### src/rtl/step_cmd_pkg.sv
// Shared types and default widths for the step command front-end.
package step_cmd_pkg;

    localparam int CNT_W_DEF = 16;
    localparam int DIV_W_DEF = 16;

    typedef enum logic [1:0] {
        ST_IDLE = 2'd0,
        ST_RUN  = 2'd1,
        ST_DONE = 2'd2
    } state_e;

endpackage

### src/rtl/step_timer.sv
// Reloadable down-counter: tick_o marks the zero cycle, and the count
// reloads from the value captured at load while running.
module step_timer #(
    parameter int W = 16
) (
    input  logic         clk_i,
    input  logic         rst_i,
    input  logic         load_i,
    input  logic [W-1:0] load_val_i,
    input  logic         run_i,
    output logic         tick_o
);

    logic [W-1:0] cnt_q, cnt_d;
    logic [W-1:0] reload_q, reload_d;

    always_comb begin
        cnt_d    = cnt_q;
        reload_d = reload_q;
        if (load_i) begin
            cnt_d    = load_val_i;
            reload_d = load_val_i;
        end else if (run_i) begin
            cnt_d = (cnt_q == '0) ? reload_q : cnt_q - W'(1);
        end
    end

    always_ff @(posedge clk_i or posedge rst_i) begin
        if (rst_i) begin
            cnt_q    <= '0;
            reload_q <= '0;
        end else begin
            cnt_q    <= cnt_d;
            reload_q <= reload_d;
        end
    end

    assign tick_o = (cnt_q == '0);

endmodule

### src/rtl/step_cmd_gen.sv
// Move-command front-end for the stepper phase core: accepts a command and
// emits evenly spaced single-cycle enable strobes with a stable direction.
module step_cmd_gen
    import step_cmd_pkg::*;
#(
    parameter int CNT_W = CNT_W_DEF,
    parameter int DIV_W = DIV_W_DEF
) (
    input  logic             clk,
    input  logic             rst,
    input  logic             cmd_valid,
    output logic             cmd_ready,
    input  logic             cmd_dir,
    input  logic [CNT_W-1:0] cmd_steps,
    input  logic [DIV_W-1:0] cmd_period,
    input  logic             abort,
    output logic             dir,
    output logic             enable,
    output logic             busy,
    output logic             done,
    output logic             aborted,
    output logic [CNT_W-1:0] steps_left,
    output state_e           state_dbg
);

    // Handshake: a command transfers on a rising clk edge where cmd_valid and
    // cmd_ready are both high; cmd_ready is high only in IDLE, no queuing.

    state_e           state_q, state_d;
    logic             dir_q, dir_d;
    logic             aborted_q, aborted_d;
    logic [CNT_W-1:0] left_q, left_d;
    logic             accept;
    logic             tick;
    logic             step;
    logic [DIV_W-1:0] reload_val;

    assign accept     = (state_q == ST_IDLE) && cmd_valid;
    // A zero period behaves as one: a strobe every cycle.
    assign reload_val = (cmd_period == '0) ? '0 : cmd_period - DIV_W'(1);

    step_timer #(
        .W (DIV_W)
    ) u_timer (
        .clk_i      (clk),
        .rst_i      (rst),
        .load_i     (accept),
        .load_val_i (reload_val),
        .run_i      (state_q == ST_RUN),
        .tick_o     (tick)
    );

    always_comb begin
        state_d   = state_q;
        dir_d     = dir_q;
        aborted_d = aborted_q;
        left_d    = left_q;
        step      = 1'b0;
        case (state_q)
            ST_IDLE: begin
                if (cmd_valid) begin
                    dir_d     = cmd_dir;
                    left_d    = cmd_steps;
                    aborted_d = 1'b0;
                    state_d   = (cmd_steps != '0) ? ST_RUN : ST_DONE;
                end
            end
            ST_RUN: begin
                // Abort wins over a strobe due in the same cycle.
                if (abort) begin
                    aborted_d = 1'b1;
                    state_d   = ST_DONE;
                end else if (tick && left_q != '0) begin
                    step   = 1'b1;
                    left_d = left_q - CNT_W'(1);
                    if (left_q == CNT_W'(1)) begin
                        state_d = ST_DONE;
                    end
                end
            end
            ST_DONE: begin
                state_d = ST_IDLE;
            end
            default: begin
                state_d = ST_IDLE;
            end
        endcase
    end

    always_ff @(posedge clk or posedge rst) begin
        if (rst) begin
            state_q   <= ST_IDLE;
            dir_q     <= 1'b0;
            aborted_q <= 1'b0;
            left_q    <= '0;
        end else begin
            state_q   <= state_d;
            dir_q     <= dir_d;
            aborted_q <= aborted_d;
            left_q    <= left_d;
        end
    end

    assign cmd_ready  = (state_q == ST_IDLE);
    assign busy       = (state_q == ST_RUN);
    assign done       = (state_q == ST_DONE);
    assign enable     = step;
    assign dir        = dir_q;
    assign aborted    = aborted_q;
    assign steps_left = left_q;
    assign state_dbg  = state_q;

endmodule

### config.mk
export PLATFORM = sky130hd
export DESIGN_NAME = step_cmd_gen
export DESIGN_NICKNAME = d
export VERILOG_FILES = /design/src/rtl/step_cmd_pkg.sv /design/src/rtl/step_timer.sv /design/src/rtl/step_cmd_gen.sv
export SDC_FILE = /design/constraint.sdc
export NUM_CORES = 1
export LEC_CHECK = 0
export BUFFER_PORTS_ARGS = -buffer_cell sky130_fd_sc_hd__clkbuf_2
export CORE_UTILIZATION = 40
export CTS_BUF_LIST = sky130_fd_sc_hd__clkbuf_8
export CTS_CLUSTER_DIAMETER = 200
export DETAILED_ROUTE_END_ITERATION = 7
export PLACE_DENSITY_LB_ADDON = 0.05
export SETUP_SLACK_MARGIN = 0.5
export SYNTH_ARGS = -nofsm -noshare
export SYNTH_HDL_FRONTEND = slang
export SYNTH_SLANG_ARGS = --single-unit
### constraint.sdc
create_clock -name clk -period 2.19 [get_ports clk]
set_input_delay 0.3285 -clock clk [delete_from_list [all_inputs] [get_ports clk]]
set_output_delay 0.3285 -clock clk [all_outputs]
set_load 0.03 [all_outputs]
# After elaboration in Yosys (flattened, before gate mapping)

Cells that the tools add are included.

Register bits after elaboration: 52
Output and inout port bits: 24

Add/sub/neg operators: 3
Equal/unequal tests: 9
Mux-type cells: 20
Reductions and logical operators: 13

Operator list:

| cell                    | count |
|---|---|
| $mux W16                | 7 |
| $sub A16 B1 Y16 const B | 3 |
| $logic_not A16 Y1       | 2 |
| $pmux W16 S2            | 1 |
| $reduce_bool A16 Y1     | 2 |
| $eq A16 B1 Y1 const B   | 1 |
| $mux W2                 | 5 |
| $ne A2 B2 Y1 const B    | 3 |
| $ne A3 B2 Y1 const B    | 2 |
| $reduce_and A3 Y1       | 2 |
| $mux W1                 | 5 |
| $pmux W2 S2             | 1 |
| $reduce_and A4 Y1       | 1 |
| $reduce_bool A2 Y1      | 2 |
| $eq A2 B1 Y1 const B    | 1 |
| $eq A2 B2 Y1 const B    | 1 |
| $logic_and A1 B1 Y1     | 2 |
| $logic_not A2 Y1        | 1 |
| $ne A2 B1 Y1 const B    | 1 |
| $pmux W1 S2             | 1 |
| $reduce_and A2 Y1       | 1 |

# Logic depth before layout (Yosys ltp)

Word-level depth: 5
Gate-level depth with buffers: 8

# Cells and area by module

A second synthesis with hierarchy kept.

Cells, all modules: 416
Area total of the unflattened synthesis: 3646.0 um2

Modules (own cells, without submodules):

| module       | times used | cells each | area an instance (um2) |
|---|---|---|---|
| step_timer   | 1          | 197        | 1870.5 |
| step_cmd_gen | 1          | 219        | 1775.5 |

# Least setup slack after synthesis

Ideal clock, no wire load.

Path kind: register -> register
Start point: register u_timer.cnt_q[0]
End point: register left_q[2], in the netlist steps_left[2]
Library setup time: 0.122 ns
Arrival: 2.436 ns
Slack: -0.367 ns
Stages on the path, launching flop included: 9
Clock period less this slack: 2.557 ns
Cells stage by stage: dfrtp_1 -> inv_1 -> ha_1 -> nor4b_1 -> nand4_1 -> a211oi_1 -> nor2_2 -> buf_2 -> o22a_1

Longest elaborated chain between the ends: 4

Ends and longest elaborated chain:

| what                               | RTL line            | text |
|---|---|---|
| start, declared                    | step_timer.sv:14    | `logic [W-1:0] cnt_q, cnt_d;` |
| start signal, assigned             | step_timer.sv:33    | `cnt_q <= cnt_d;` |
| $logic_not A16 Y1                  | step_timer.sv:38    | `assign tick_o = (cnt_q == '0);` |
| $logic_and A1 B1 Y1                | step_cmd_gen.sv:73  | `end else if (tick && left_q != '0) begin` |
| $ne A2 B1 Y1 (no source line)      | n/a                 |  |
| $reduce_and A4 Y1 (no source line) | n/a                 |  |
| end signal, assigned               | step_cmd_gen.sv:100 | `left_q <= left_d;` |
| end, declared                      | step_cmd_gen.sv:32  | `logic [CNT_W-1:0] left_q, left_d;` |

No other way between the ends.
A chain may end at the register's enable or synchronous reset.

# Worst setup path in the final report

Start point: register left_q[0], in the netlist steps_left[0]
End point: register left_q[13], in the netlist steps_left[13]

Longest elaborated chain between the ends: 4
Elaborated cells between the ends (all ways): 8
Those cells by class: 1 x add/sub; 1 x eq/ne; 3 x mux; 3 x reduce/logical

Ends and longest elaborated chain:

| what                                                          | RTL line |
|---|---|
| $sub A16 B1 Y16 / $reduce_bool A16 Y1 (equally long branches) | step_cmd_gen.sv:75, step_cmd_gen.sv:73 |
| $mux W16 / $logic_and A1 B1 Y1 (equally long branches)        | step_cmd_gen.sv:73 |
| $mux W16 / $ne A2 B1 Y1 (equally long branches)               | n/a |
| $pmux W16 S2 / $reduce_and A4 Y1 (equally long branches)      | n/a |

Parallel ways exist; a longest one is shown, timed or not. The select of a mux whose other input is x is not followed.

==> results.toml <==
[cts]
cts_buffers = 5
cts_num_sinks = 52
clk_pin_slew_worst_paths_ns = 0.09
h-tree-depth = 2
clockBufferDepth = 2
clk_latency_ns = 0.31
ctsHoldBuffers = 0
cts_root_buf = "clkbuf_8"
cts_tree = "yes"

[placed_design]
place.gp.congestion = 0.852
dp_slack_ns = -0.162
dp.cells = 576
port_buffers = 60
hpwl_um = 7410

[logic_synthesis]
synth_cells = 375
synthFlopType = "dfrtp_1"
synth.top_cell.area_share_pct = 39.4
syn_nets = 418
avgSynthCellArea_um2 = 8.80
ys_seq_elements = 52
synth_edf_count = 0
yosysWarningCount = 0
synthTopCellsByArea = "dfrtp_1 (39%), nor2_1 (4.2%), a21oi_1 (3.5%)"
yosysTopAreaCell = "dfrtp_1"
synth_area_um2 = 3300
ys_types = 59
seq_area_frac_synth_pct = 39.4
async_flop_share_pct = 100

[timing]
fin_crit_ns = 2.29
slew_viol_final = 0
fmax_mhz = 437
setup_slack_ns = -0.0984
slew_headroom_pct = 65.3
rsz0062_at_grt = "yes"
hold_viol = 0
tightest_slew_ns = 0.520
whs_ns = 0.0316
worst_clock_skew_ns = 0.00834
setup_viol = 5
fin_crit_sh_pct = 104

[hold_path]
min_path_type = "in -> async"

[detailed_routing]
drt-total-wl_um = 11000
wire_per_inst_um = 17.7
vias_per_cell = 5.78
detailedRoute.firstIterationViolations = 163
num_vias = 3580
drc = 0
firstDrtPassIters = 4
drtAntennaViolNets = 0

[critical_path]
crit_chain = "or4_4, or4_4, or4_4, o22a_1, o22a_1"
cp-start-kind = "register"
cpPeakStageDelay_ns = 0.55
crit_buf_inv = 0
critPathRequiredTime_ns = 2.39
worstPathArrival_ns = 2.49
endpoint_kind = "register"
critical_path.top_delay_family = "simple AND/OR/NAND/NOR gates"
cp_max_fo = 2
path_class = "reg -> reg"
slowest_stage = "or4_4"
crit_top_cell = "or4_4"

[power]
p_leak_nw = 2.29
powerDensity_nw_per_um2 = 1340
totalPowerFinal_mw = 7.05
irDropWorstVdd_uv = 601

[status]
status = "finished with violations"
violations = "setup timing"

[final_layout]
layout.nets = 559
area_growth_pct = 59.5
antennaDiodeCount = 0
fin_util_pct = 67.1
final_layout_size_suffix_gt1_share_pct = 49.5
instances_no_fill = 619
fillers = 656

[grt]
gr-total-overflow = 0
grt_first_pass_wirelength_um = 17400
grt_max_degree = 45
grt_usage_pct = 25.9
grt_pass1_vias = 3503
antenna_found_initial = 0

[die]
rows = 32
core-area_um2 = 7850
io_pins = 61
die_w_um = 92.8
initial_core_util_pct = 42.1
fp.dieH_um = 92.8
die_area_um2 = 8620

[job]
maxCapViolCount = 0
## layout make-up
class,count,area [µm²],area share [%]
Multi-Input combinational cell,291,2440,46.4
Inverter,11,41.3,0.784
Clock buffer,5,68.8,1.31
Tap cell,102,128,2.42
Clock inverter,3,38.8,0.737
Sequential cell,52,1310,24.8
Timing Repair Buffer,155,1240,23.5
## cells in the mapped netlist (7+ instances only)
cell       n
dfrtp_1   52
nor2_1    37
nand2_1   28
a21oi_1   23
clkbuf_1  18
o21ai_0   18
nor4_1    14
nor3_1    13
a31oi_1   12
o22a_1    11
a21o_1    10
inv_1     10
nand3_1   10
xnor2_1    9
xor2_1     9
o211ai_1   8
or4_1      7
## final timing paths
kind | startpoint | to | slack, ns | depth (start not counted)
worst max-delay path | steps_left[0] | steps_left[13] | -0.1 | 5
worst min register to register | dir | dir | 0.48 | 2
worst min-delay path | rst | aborted | 0.03 | 2
worst max register to register | steps_left[0] | steps_left[13] | -0.1 | 5
min in group clk | cmd_dir | dir | 0.22 | 3
max in group asynchronous | rst | steps_left[4] | 1.46 | 3
## timing repair
action,4_1_cts,5_1_grt
gates cloned,3,0
buffers inserted,17,15
endpoints found under the setup margin,49,46
gates resized for setup,73,46
pin swaps,44,49
## cell families after synthesis
logic type / count (synthesis) / share of synthesized area, %
buf+inv: 32 / 3.94
xor+xnor: 18 / 4.78
fa+ha+maj: 6 / 2.27
flops: 52 / 39.4
simple gates: 146 / 23.5
compound gates: 117 / 24.8
mux: 4 / 1.33
## per-layer routing
metal  wire length, µm  vias up  GRT usage (%)
met5                 0        -              0
li1                  -     1703              -
met4               206        0           9.23
met1              4600     1737           32.3
met3               458       18           2.71
met2              5690      122           46.0
## where the power goes
group	total, mW	switching, mW	internal (mW)
Clock	0.665	0.329	0.335
Combinational	4.50	2.43	2.07
Sequential	1.89	0.448	1.44
## stage by stage
stage	TNS, ns	instance area (µm²)
floorplan	-1.36	3480
global placement	-1.08	4260
detailed placement	-1.84	4260
CTS	-0.190	4890
global route	-0.933	5260
finish	-0.291	5260
## flip-flops by register name, indices dropped and copies added (netlist names)
signal	cells
u_timer.reload_q	16
state_dbg	2
u_timer.cnt_q	16
aborted	1
steps_left	16
dir	1
## cells in the final DEF, fill, tap and decap left out, types with 9 or more instances in the layout
cell	count
buf_6	22
buf_4	65
o22a_1	11
a21oi_1	12
a21o_1	10
nor2_1	28
dfrtp_1	47
a31oi_1	9
clkbuf_2	58
o21ai_0	9
nor4_1	10
nor2_4	10
nand2_1	25
xnor2_1	9
No activity file was read; power rests on OpenSTA's default activity.
